===== src/rtl/uart_pkg.sv =====
// Shared UART definitions: default bit period, frame constants and FSM state types.
// Build option: define UART_PARITY_EN to add the optional parity bit to TX and RX frames.
package uart_pkg;

  localparam int unsigned CLKS_PER_BIT_DEFAULT = 868;
  localparam int unsigned DATA_BITS            = 8;
  localparam logic        IDLE_LEVEL           = 1'b1;

  typedef enum logic [2:0] {
    TX_IDLE,
    TX_START,
    TX_DATA,
`ifdef UART_PARITY_EN
    TX_PARITY,
`endif
    TX_STOP
  } tx_state_t;

  typedef enum logic [2:0] {
    RX_IDLE,
    RX_START,
    RX_DATA,
`ifdef UART_PARITY_EN
    RX_PARITY,
`endif
    RX_STOP
  } rx_state_t;

`ifdef UART_PARITY_EN
  // Parity bit for a data byte: XOR of the bits (even), inverted for odd parity.
  function automatic logic parity_bit(input logic [DATA_BITS-1:0] d, input logic odd);
    return (^d) ^ odd;
  endfunction
`endif

endpackage


===== src/rtl/uart_bit_timer.sv =====
// Bit-period counter: runs while enabled, ticks at mid-bit and at end of each bit,
// and wraps so consecutive bits are timed back to back. Held at zero when disabled.
module uart_bit_timer
  import uart_pkg::*;
#(
  parameter int unsigned CLKS_PER_BIT = CLKS_PER_BIT_DEFAULT
) (
  input  logic clk,
  input  logic rst,
  input  logic en,
  output logic mid_tick,
  output logic end_tick
);

  localparam int unsigned CW = $clog2(CLKS_PER_BIT);
  localparam logic [CW-1:0] MID_CNT = CW'(CLKS_PER_BIT / 2 - 1);
  localparam logic [CW-1:0] END_CNT = CW'(CLKS_PER_BIT - 1);

  logic [CW-1:0] cnt;

  // Cycle counter within the current bit; restarts at zero on every bit boundary.
  always_ff @(posedge clk) begin
    if (rst || !en) begin
      cnt <= '0;
    end else if (cnt == END_CNT) begin
      cnt <= '0;
    end else begin
      cnt <= cnt + CW'(1);
    end
  end

  // Tick decode.
  always_comb begin
    mid_tick = en && (cnt == MID_CNT);
    end_tick = en && (cnt == END_CNT);
  end

endmodule


===== src/rtl/uart_rx_tx.sv =====
// Full-duplex UART: independent transmitter and receiver, each timed by its own
// uart_bit_timer. Receiver keeps a four-byte history (r1 newest).
// Build option: define UART_PARITY_EN to honour parity_en/parity_kind; otherwise
// frames are always start + 8 data + stop and the parity inputs are ignored.
module uart_rx_tx
  import uart_pkg::*;
#(
  parameter int unsigned CLKS_PER_BIT = CLKS_PER_BIT_DEFAULT
) (
  input  logic        clk,
  input  logic        rst,
  input  logic [15:0] data,
  input  logic        start,
  input  logic        parity_en,
  input  logic        parity_kind,
  input  logic        rxd,
  output logic        txd,
  output logic        flag,
  output logic        ft,
  output logic [7:0]  r1,
  output logic [7:0]  r2,
  output logic [7:0]  r3,
  output logic [7:0]  r4,
  output logic        fr
);

  localparam logic [2:0] LAST_BIT = 3'(DATA_BITS - 1);

  logic unused_inputs;
`ifdef UART_PARITY_EN
  assign unused_inputs = ^data[15:8];
`else
  assign unused_inputs = ^{data[15:8], parity_en, parity_kind};
`endif

  // ---------------------------------------------------------------- TX
  tx_state_t  tx_state, tx_state_n;
  logic [7:0] tx_shift, tx_shift_n;
  logic [2:0] tx_bit, tx_bit_n;
  logic       ft_n;
  logic       start_q;
  logic       start_rise;
  logic       tx_end;
  logic       unused_tx_mid;
`ifdef UART_PARITY_EN
  logic       tx_pen, tx_pen_n;
  logic       tx_par, tx_par_n;
`endif

  assign start_rise = start && !start_q;

  uart_bit_timer #(.CLKS_PER_BIT(CLKS_PER_BIT)) u_tx_timer (
    .clk      (clk),
    .rst      (rst),
    .en       (tx_state != TX_IDLE),
    .mid_tick (unused_tx_mid),
    .end_tick (tx_end)
  );

  // TX state, shift register, bit counter and start edge detector.
  always_ff @(posedge clk) begin
    if (rst) begin
      tx_state <= TX_IDLE;
      tx_shift <= '0;
      tx_bit   <= '0;
      ft       <= 1'b0;
      start_q  <= 1'b0;
`ifdef UART_PARITY_EN
      tx_pen   <= 1'b0;
      tx_par   <= 1'b0;
`endif
    end else begin
      tx_state <= tx_state_n;
      tx_shift <= tx_shift_n;
      tx_bit   <= tx_bit_n;
      ft       <= ft_n;
      start_q  <= start;
`ifdef UART_PARITY_EN
      tx_pen   <= tx_pen_n;
      tx_par   <= tx_par_n;
`endif
    end
  end

  // TX next state and line level; frame settings are latched on the start edge.
  always_comb begin
    tx_state_n = tx_state;
    tx_shift_n = tx_shift;
    tx_bit_n   = tx_bit;
    ft_n       = 1'b0;
    txd        = IDLE_LEVEL;
`ifdef UART_PARITY_EN
    tx_pen_n   = tx_pen;
    tx_par_n   = tx_par;
`endif
    case (tx_state)
      TX_IDLE: begin
        if (start_rise) begin
          tx_state_n = TX_START;
          tx_shift_n = data[7:0];
          tx_bit_n   = '0;
`ifdef UART_PARITY_EN
          tx_pen_n   = parity_en;
          tx_par_n   = parity_bit(data[7:0], parity_kind);
`endif
        end
      end
      TX_START: begin
        txd = ~IDLE_LEVEL;
        if (tx_end) tx_state_n = TX_DATA;
      end
      TX_DATA: begin
        txd = tx_shift[0];
        if (tx_end) begin
          tx_shift_n = tx_shift >> 1;
          if (tx_bit == LAST_BIT) begin
`ifdef UART_PARITY_EN
            tx_state_n = tx_pen ? TX_PARITY : TX_STOP;
`else
            tx_state_n = TX_STOP;
`endif
          end else begin
            tx_bit_n = tx_bit + 3'd1;
          end
        end
      end
`ifdef UART_PARITY_EN
      TX_PARITY: begin
        txd = tx_par;
        if (tx_end) tx_state_n = TX_STOP;
      end
`endif
      TX_STOP: begin
        txd = IDLE_LEVEL;
        if (tx_end) begin
          tx_state_n = TX_IDLE;
          ft_n       = 1'b1;
        end
      end
      default: tx_state_n = TX_IDLE;
    endcase
  end

  assign flag = (tx_state != TX_IDLE);

  // ---------------------------------------------------------------- RX
  rx_state_t  rx_state, rx_state_n;
  logic [7:0] rx_shift, rx_shift_n;
  logic [2:0] rx_bit, rx_bit_n;
  logic       fr_n;
  logic       rx_sync1, rx_sync2, rx_prev;
  logic       rx_fall;
  logic       rx_mid, rx_end;
`ifdef UART_PARITY_EN
  logic       rx_pen, rx_pen_n;
  logic       rx_kind, rx_kind_n;
  logic       rx_err, rx_err_n;
`endif

  assign rx_fall = rx_prev && !rx_sync2;

  uart_bit_timer #(.CLKS_PER_BIT(CLKS_PER_BIT)) u_rx_timer (
    .clk      (clk),
    .rst      (rst),
    .en       (rx_state != RX_IDLE),
    .mid_tick (rx_mid),
    .end_tick (rx_end)
  );

  // Synchronizer, RX state, assembled byte and received-byte history.
  always_ff @(posedge clk) begin
    if (rst) begin
      rx_sync1 <= IDLE_LEVEL;
      rx_sync2 <= IDLE_LEVEL;
      rx_prev  <= IDLE_LEVEL;
      rx_state <= RX_IDLE;
      rx_shift <= '0;
      rx_bit   <= '0;
      fr       <= 1'b0;
      r1       <= '0;
      r2       <= '0;
      r3       <= '0;
      r4       <= '0;
`ifdef UART_PARITY_EN
      rx_pen   <= 1'b0;
      rx_kind  <= 1'b0;
      rx_err   <= 1'b0;
`endif
    end else begin
      rx_sync1 <= rxd;
      rx_sync2 <= rx_sync1;
      rx_prev  <= rx_sync2;
      rx_state <= rx_state_n;
      rx_shift <= rx_shift_n;
      rx_bit   <= rx_bit_n;
      fr       <= fr_n;
      if (fr_n) begin
        r1 <= rx_shift;
        r2 <= r1;
        r3 <= r2;
        r4 <= r3;
      end
`ifdef UART_PARITY_EN
      rx_pen   <= rx_pen_n;
      rx_kind  <= rx_kind_n;
      rx_err   <= rx_err_n;
`endif
    end
  end

  // RX next state; every bit is judged at its midpoint, transitions on bit end,
  // except the stop bit which releases the receiver right at its midpoint.
  always_comb begin
    rx_state_n = rx_state;
    rx_shift_n = rx_shift;
    rx_bit_n   = rx_bit;
    fr_n       = 1'b0;
`ifdef UART_PARITY_EN
    rx_pen_n   = rx_pen;
    rx_kind_n  = rx_kind;
    rx_err_n   = rx_err;
`endif
    case (rx_state)
      RX_IDLE: begin
        if (rx_fall) begin
          rx_state_n = RX_START;
          rx_bit_n   = '0;
`ifdef UART_PARITY_EN
          rx_pen_n   = parity_en;
          rx_kind_n  = parity_kind;
          rx_err_n   = 1'b0;
`endif
        end
      end
      RX_START: begin
        if (rx_mid && (rx_sync2 == IDLE_LEVEL)) begin
          rx_state_n = RX_IDLE;
        end else if (rx_end) begin
          rx_state_n = RX_DATA;
        end
      end
      RX_DATA: begin
        if (rx_mid) rx_shift_n = {rx_sync2, rx_shift[7:1]};
        if (rx_end) begin
          if (rx_bit == LAST_BIT) begin
`ifdef UART_PARITY_EN
            rx_state_n = rx_pen ? RX_PARITY : RX_STOP;
`else
            rx_state_n = RX_STOP;
`endif
          end else begin
            rx_bit_n = rx_bit + 3'd1;
          end
        end
      end
`ifdef UART_PARITY_EN
      RX_PARITY: begin
        if (rx_mid) rx_err_n = (rx_sync2 != parity_bit(rx_shift, rx_kind));
        if (rx_end) rx_state_n = RX_STOP;
      end
`endif
      RX_STOP: begin
        if (rx_mid) begin
          rx_state_n = RX_IDLE;
`ifdef UART_PARITY_EN
          fr_n = (rx_sync2 == IDLE_LEVEL) && !rx_err;
`else
          fr_n = (rx_sync2 == IDLE_LEVEL);
`endif
        end
      end
      default: rx_state_n = RX_IDLE;
    endcase
  end

endmodule


===== config.mk =====
export PLATFORM = sky130hd
export DESIGN_NAME = uart_rx_tx
export DESIGN_NICKNAME = d
export VERILOG_FILES = /design/src/rtl/uart_pkg.sv /design/src/rtl/uart_bit_timer.sv /design/src/rtl/uart_rx_tx.sv
export SDC_FILE = /design/constraint.sdc
export NUM_CORES = 1
export LEC_CHECK = 0
export CAP_MARGIN = 25
export CORE_MARGIN = 2
export CORE_UTILIZATION = 40
export DETAILED_ROUTE_END_ITERATION = 10
export PLACE_DENSITY = 0.74
export SETUP_SLACK_MARGIN = 0.05
export SYNTH_ARGS = -nofsm -noshare
export SYNTH_HDL_FRONTEND = slang
export SYNTH_SLANG_ARGS = --single-unit

===== constraint.sdc =====
create_clock -name clk -period 1.6 [get_ports clk]
set_input_delay 0.32 -clock clk [delete_from_list [all_inputs] [get_ports clk]]
set_output_delay 0.32 -clock clk [all_outputs]
set_load 0.005 [all_outputs]

==> results of run 1 <==
==> metrics by stage <==
step                instance area, sq um  hold slack (ns)  utilization (%)
finish                              5150            0.292             59.1
global route                        5150            0.288             59.1
CTS                                 4940            0.282             56.7
detailed placement                  4450            0.401             51.0
global placement                    4450            0.392             51.0
floorplan                           3640            0.389                -
==> cells by family after synthesis <==
logic type,after synthesis,share of synthesized area [%]
xor gates and xnor gates,16,3.91
AOI/OAI and AO/OA,30,6.29
DFF,84,46.9
adders and majority gates,11,3.84
buffers and inverters,25,4.37
and+or+nand+nor,138,20.8
muxes,49,13.8
==> synth_stat cells (2+ instances only) <==
| cell type | number | area (sq um) |
|---|---|---|
| a211oi_1 | 12 | 90.1 |
| a21oi_1 | 4 | 20.0 |
| a22o_1 | 2 | 17.5 |
| a311oi_1 | 2 | 17.5 |
| and2_1 | 3 | 18.8 |
| and4b_1 | 3 | 30.0 |
| and4bb_2 | 2 | 25.0 |
| buf_2 | 3 | 15.0 |
| buf_6 | 3 | 33.8 |
| buf_8 | 2 | 30.0 |
| clkbuf_1 | 8 | 30.0 |
| dfxtp_1 | 84 | 1680 |
| ha_1 | 11 | 138 |
| inv_1 | 7 | 26.3 |
| mux2i_1 | 48 | 480 |
| nand2_1 | 9 | 33.8 |
| nand2b_1 | 8 | 50.1 |
| nand3_1 | 8 | 40.0 |
| nand3b_1 | 2 | 15.0 |
| nand4_1 | 3 | 18.8 |
| nand4b_1 | 4 | 35.0 |
| nor2_1 | 67 | 251 |
| nor2b_1 | 6 | 37.5 |
| nor3_1 | 4 | 20.0 |
| nor3b_1 | 2 | 15.0 |
| nor4_1 | 2 | 12.5 |
| o21ai_0 | 2 | 10.0 |
| or2_2 | 3 | 18.8 |
| or3_1 | 3 | 18.8 |
| xnor2_1 | 7 | 61.3 |
| xor2_1 | 9 | 78.8 |
==> power by group <==
group	switching (mW)	internal, mW	total (mW)
clock network	0.790	0.567	1.36
registers	0.0800	2.19	2.27
logic	0.619	0.633	1.25
total	1.49	3.39	4.88
==> sequential cells by signal, summed over array words and instances (netlist names), 2 cells and up <==
name / flops
u_rx_timer.cnt: 10
r1: 8
u_tx_timer.cnt: 10
tx_state: 2
rx_state: 2
tx_bit: 3
r4: 8
r2: 8
tx_shift: 8
r3: 8
rx_shift: 8
rx_bit: 3
==> worst max-delay path by stage <==
stage                             end              start  cells past startpoint  slack, ns
after CTS                   rx_bit[0]          rx_bit[0]                      6      -0.08
after floorplan             rx_bit[0]          rx_bit[0]                      6      -0.15
final                       rx_bit[0]          rx_bit[1]                      6      -0.09
after detailed placement    tx_bit[2]              start                      5      -0.23
after global placement      rx_bit[0]          rx_bit[1]                      6      -0.18
after global routing      tx_shift[1]  u_tx_timer.cnt[1]                      7      -0.14
==> cell type report <==
| class | instances | area (sq um) |
|---|---|---|
| clock inverter | 7 | 52.6 |
| fill | 702 | 3570 |
| multi-input combinational | 244 | 1980 |
| tap | 108 | 135 |
| sequential | 84 | 1730 |
| timing repair buffer | 112 | 1100 |
| inverter | 7 | 28.8 |
| clock buffer | 9 | 124 |
==> routing by layer <==
metal	vias to the layer above	GRT usage [%]	part of all wire (%)
li1	1438	-	-
met1	1389	19.1	43
met2	55	28.6	52
met3	12	5.39	4.1
met4	0	4.53	1.3
met5	-	0	0
==> timing repair <==
action	4_1_cts	5_1_grt
setup buffers	12	17
endpoints found under the setup margin	83	107
cloned	3	0
pin swaps	27	24
resized for setup	78	57
==> worst max-delay path: stages, from the launching register on <==
cell and delay [ns]:
dfxtp_2 0.34, ha_4 0.16, ha_4 0.15, or3b_4 0.38, nor4_4 0.18, a211oi_2 0.10, mux2_4 0.27
==> metrics, run 1 <==
status finished with violations; failing checks setup timing; wirelength, routed 8000 um; Hold EP start_q; sequential share of the synthesized area 46.9%; maximum clock rate 591 MHz; period utilization 106%; total CTS buffers 9; CTS root buf clkbuf_8; Worst R2R End rx_bit[0]; FF-to-FF Start rx_bit[1]; worst reg-to-reg setup slack -0.09 ns; most frequent cells in the layout nor2_1, mux2i_1, dfxtp_1, buf_4, dfxtp_2; WS Path Type register to register; Post-Syn Area 0.00358 sq mm; Detail Route Antenna Nets 0; max cap viols 0; clock latency on the worst-skew pair 0.36 ns; Synth Instances 353; Yosys warning count 0; Detail Placement HPWL 5060 um; Core Region 0.00872 sq mm; CTS max path bufs 2; worst-path maximum fanout 3; num rows 34; nets@finish 491; H-tree levels 3; final slew viol count 0; pin count of the biggest net entering global routing 61; worst hold start rst; RSZ-0062 raised after global routing true; skew final 0.0104 ns; Finish-stage setup viols 22; Synth Flop Type dfxtp_1; initial DRC count 68; Avg WL per Cell 14.0 um; via count of the routed design 2,894; residual DRC count 0; pre-CTS WS -0.230 ns; global-route wire length before repair 13,000 um; Die Span Y 98.6 um; commonest non-fill, non-tap cell in the layout nor2_1; Avg Cell Area, Syn 10.1 sq um; post-route insts no fill 571; number of flops mapped to enable cells by yosys 0; number of port buffers 47; vias in the first global route 2,858; DIE AREA 0.00973 sq mm; Yosys cell types 51; initial core utilization 41.1%; FFs w/ async S/R, synth 0%; initial antenna violation count 0; CTS tree built; vias per inst 5.07; drt first pass iters 6; Final WS setup -0.0909 ns; Min-Delay Path Class input port to register; Tot Pwr 4.88 mW; post-synthesis net count 386; critical path arrival 1.93 ns; CP Capture Type register; Lkg Pwr 2.31 nW; Slew HR 76.6%; # diodes 0; total track usage 16.3%; final setup TNS -0.450 ns; share of post-route cells with drive strength above 1 37.4%; WP data required 1.84 ns; register bit total from synthesis 84; Overflow after GRT 0; Fin. Hold Viols 0; Die W 98.6 um; # hold bufs at CTS 0; Placed Cells 529; Tmin final 1.69 ns; Setup crit start kind register; Clock transition at path regs 0.08 ns; io pins 58; worst r2r path cells 6; maximum VDD drop 1010 uV; Layout area overhead 43.8%; Placer Congestion 0.810; WHS Path Cells 2; CTS sink count 84; worst slew pin tran 0.350 ns; Power Density 948 mW/mm^2
(Power assumes the default switching activity.)
==> inputs of run 2 (changes only) <==
- PLACE_DENSITY: 0.74 -> unset
- PLACE_DENSITY_LB_ADDON: unset -> 0.2
==> run 2 against run 1 <==
  * Design area rose by 0.66%
  * Clock skew rose by 0.0034 ns
  * The run still ends with setup timing left
  * Clock power rose by 8%
  * Final cell count fell by 0.18%
  * Global-route usage fell by 0.85 points
  * Largest cell class unchanged
  * First-iteration DRC count rose by 31%
  * Critical path type unchanged
  * Die area did not move
==> metrics, run 2 (synthesis gave the netlist of run 1 again) <==
status finished with violations; failing checks setup timing; # diodes 0; Tmin final 1.69 ns; CTS root buf clkbuf_8; CP Capture Type register; pin count of the biggest net entering global routing 29; nets@finish 490; WP data required 1.84 ns; total CTS buffers 9; initial antenna violation count 0; initial core utilization 41.1%; maximum clock rate 592 MHz; skew final 0.0138 ns; Clock transition at path regs 0.09 ns; # hold bufs at CTS 0; Finish-stage setup viols 37; Worst R2R End tx_shift[0]; Fillers 700; RSZ-0062 raised after global routing true; global-route wire length before repair 12,400 um; DIE AREA 0.00973 sq mm; Fin. Hold Viols 0; CTS tree built; final setup TNS -0.849 ns; H-tree levels 3; Die W 98.6 um; WS Path Type register to register; Die Span Y 98.6 um; period utilization 106%; Layout area overhead 44.8%; number of port buffers 47; total track usage 15.5%; Setup crit start kind register; Avg WL per Cell 13.4 um; Hold EP tx_shift[7]; vias per inst 4.99; num rows 34; pre-CTS WS -0.222 ns; max cap viols 0; CTS max path bufs 2; Slew HR 75.3%; Lkg Pwr 2.38 nW; FF-to-FF Start tx_state[0]; maximum VDD drop 877 uV; residual DRC count 0; Overflow after GRT 0; Tot Pwr 5.12 mW; vias in the first global route 2,742; wirelength, routed 7630 um; worst hold start rst; Detail Route Antenna Nets 0; worst-path maximum fanout 4; most frequent cells in the layout nor2_1, buf_4, mux2i_1, dfxtp_2, dfxtp_1; top flop regs u_rx_timer.cnt x10, u_tx_timer.cnt x10; io pins 58; CTS sink count 84; worst reg-to-reg setup slack -0.09 ns; initial DRC count 89; critical path arrival 1.93 ns; Detail Placement HPWL 4750 um; drt first pass iters 4; Final WS setup -0.0883 ns; worst slew pin tran 0.369 ns; worst r2r path cells 7; Placer Congestion 0.778; clock latency on the worst-skew pair 0.36 ns; Hold Slack 0.394 ns; WHS Path Cells 3; commonest non-fill, non-tap cell in the layout nor2_1; CP startpoint tx_state[0]; share of post-route cells with drive strength above 1 38.3%; Power Density 987 mW/mm^2; Core Region 0.00872 sq mm; via count of the routed design 2,847; Min-Delay Path Class input port to register; final slew viol count 0
-- run 2: cell count changes in the layout (fill, tap and decap cells not counted), sizes merged --
cell	before	now
clkbuf	9	10
dlymetal6s2s	22	26
dlygate4sd2	2	1
clkinv	2	0
inv	8	12
clkinvlp	4	2
clkdlybuf4s50	20	17
buf	68	66
-- run 2: repair_timing --
action,in CTS,in global routing
endpoints found under the hold margin,0,0
setup buffers,11,10
cloned,1,2
resized for setup,73,66
pin swaps,20,19
setup endpoints to repair,91,112
-- run 2: layer usage --
metal  part of all wire, %  global-route usage [%]
met4                   2.1                    7.80
met5                     0                       0
met1                    45                    18.6
met3                   2.8                    3.33
met2                    50                    26.2
-- run 2: worst max path at each step --
stage / endpoint / slack [ns] / cells after the start
2_1_floorplan: rx_bit[0] / -0.15 / 6
3_3_place_gp: rx_bit[0] / -0.19 / 6
3_5_place_dp: rx_bit[0] / -0.22 / 6
4_1_cts: rx_bit[0] / -0.09 / 6
5_1_grt: tx_bit[0] / -0.18 / 7
6_report: tx_shift[0] / -0.09 / 7
-- run 2: final cells by class --
| cell class | instances | area, sq um | area share, % |
|---|---|---|---|
| multi-input combinational | 244 | 1990 | 38.4 |
| clock buffer | 9 | 124 | 2.39 |
| sequential | 84 | 1740 | 33.6 |
| inverter | 7 | 33.8 | 0.651 |
| tap | 108 | 135 | 2.61 |
| timing repair buffer | 111 | 1100 | 21.1 |
| clock inverter | 7 | 63.8 | 1.23 |
-- run 2: power breakdown --
| part | switching [mW] | internal [mW] | leakage (nW) |
|---|---|---|---|
| combinational | 0.640 | 0.731 | 1.59 |
| clock | 0.863 | 0.602 | 0.0907 |
| sequential | 0.0833 | 2.20 | 0.702 |
| total | 1.59 | 3.53 | 2.38 |
-- run 2: through the flow --
step | instance area [sq um] | util, % | instances
2_1_floorplan | 3640 | - | 353
3_3_place_gp | 4440 | 51.0 | 532
3_5_place_dp | 4440 | 51.0 | 532
4_1_cts | 4900 | 56.1 | 560
5_1_grt | 5190 | 59.5 | 570
6_report | 5190 | 59.5 | 570
-- run 2: critical path: stages (launching register included) --
cell and delay [ns]:
dfxtp_2 0.35, inv_4 0.08, ha_4 0.15, buf_6 0.12, nor2b_4 0.13, nand4b_1 0.28
a221oi_2 0.38, a311oi_2 0.07
==> inputs of run 3 (changes only) <==
- SLEW_MARGIN: unset -> 25
==> results of run 3 <==
Same layout as run 2: the final DEF is identical, and so are final timing and power.
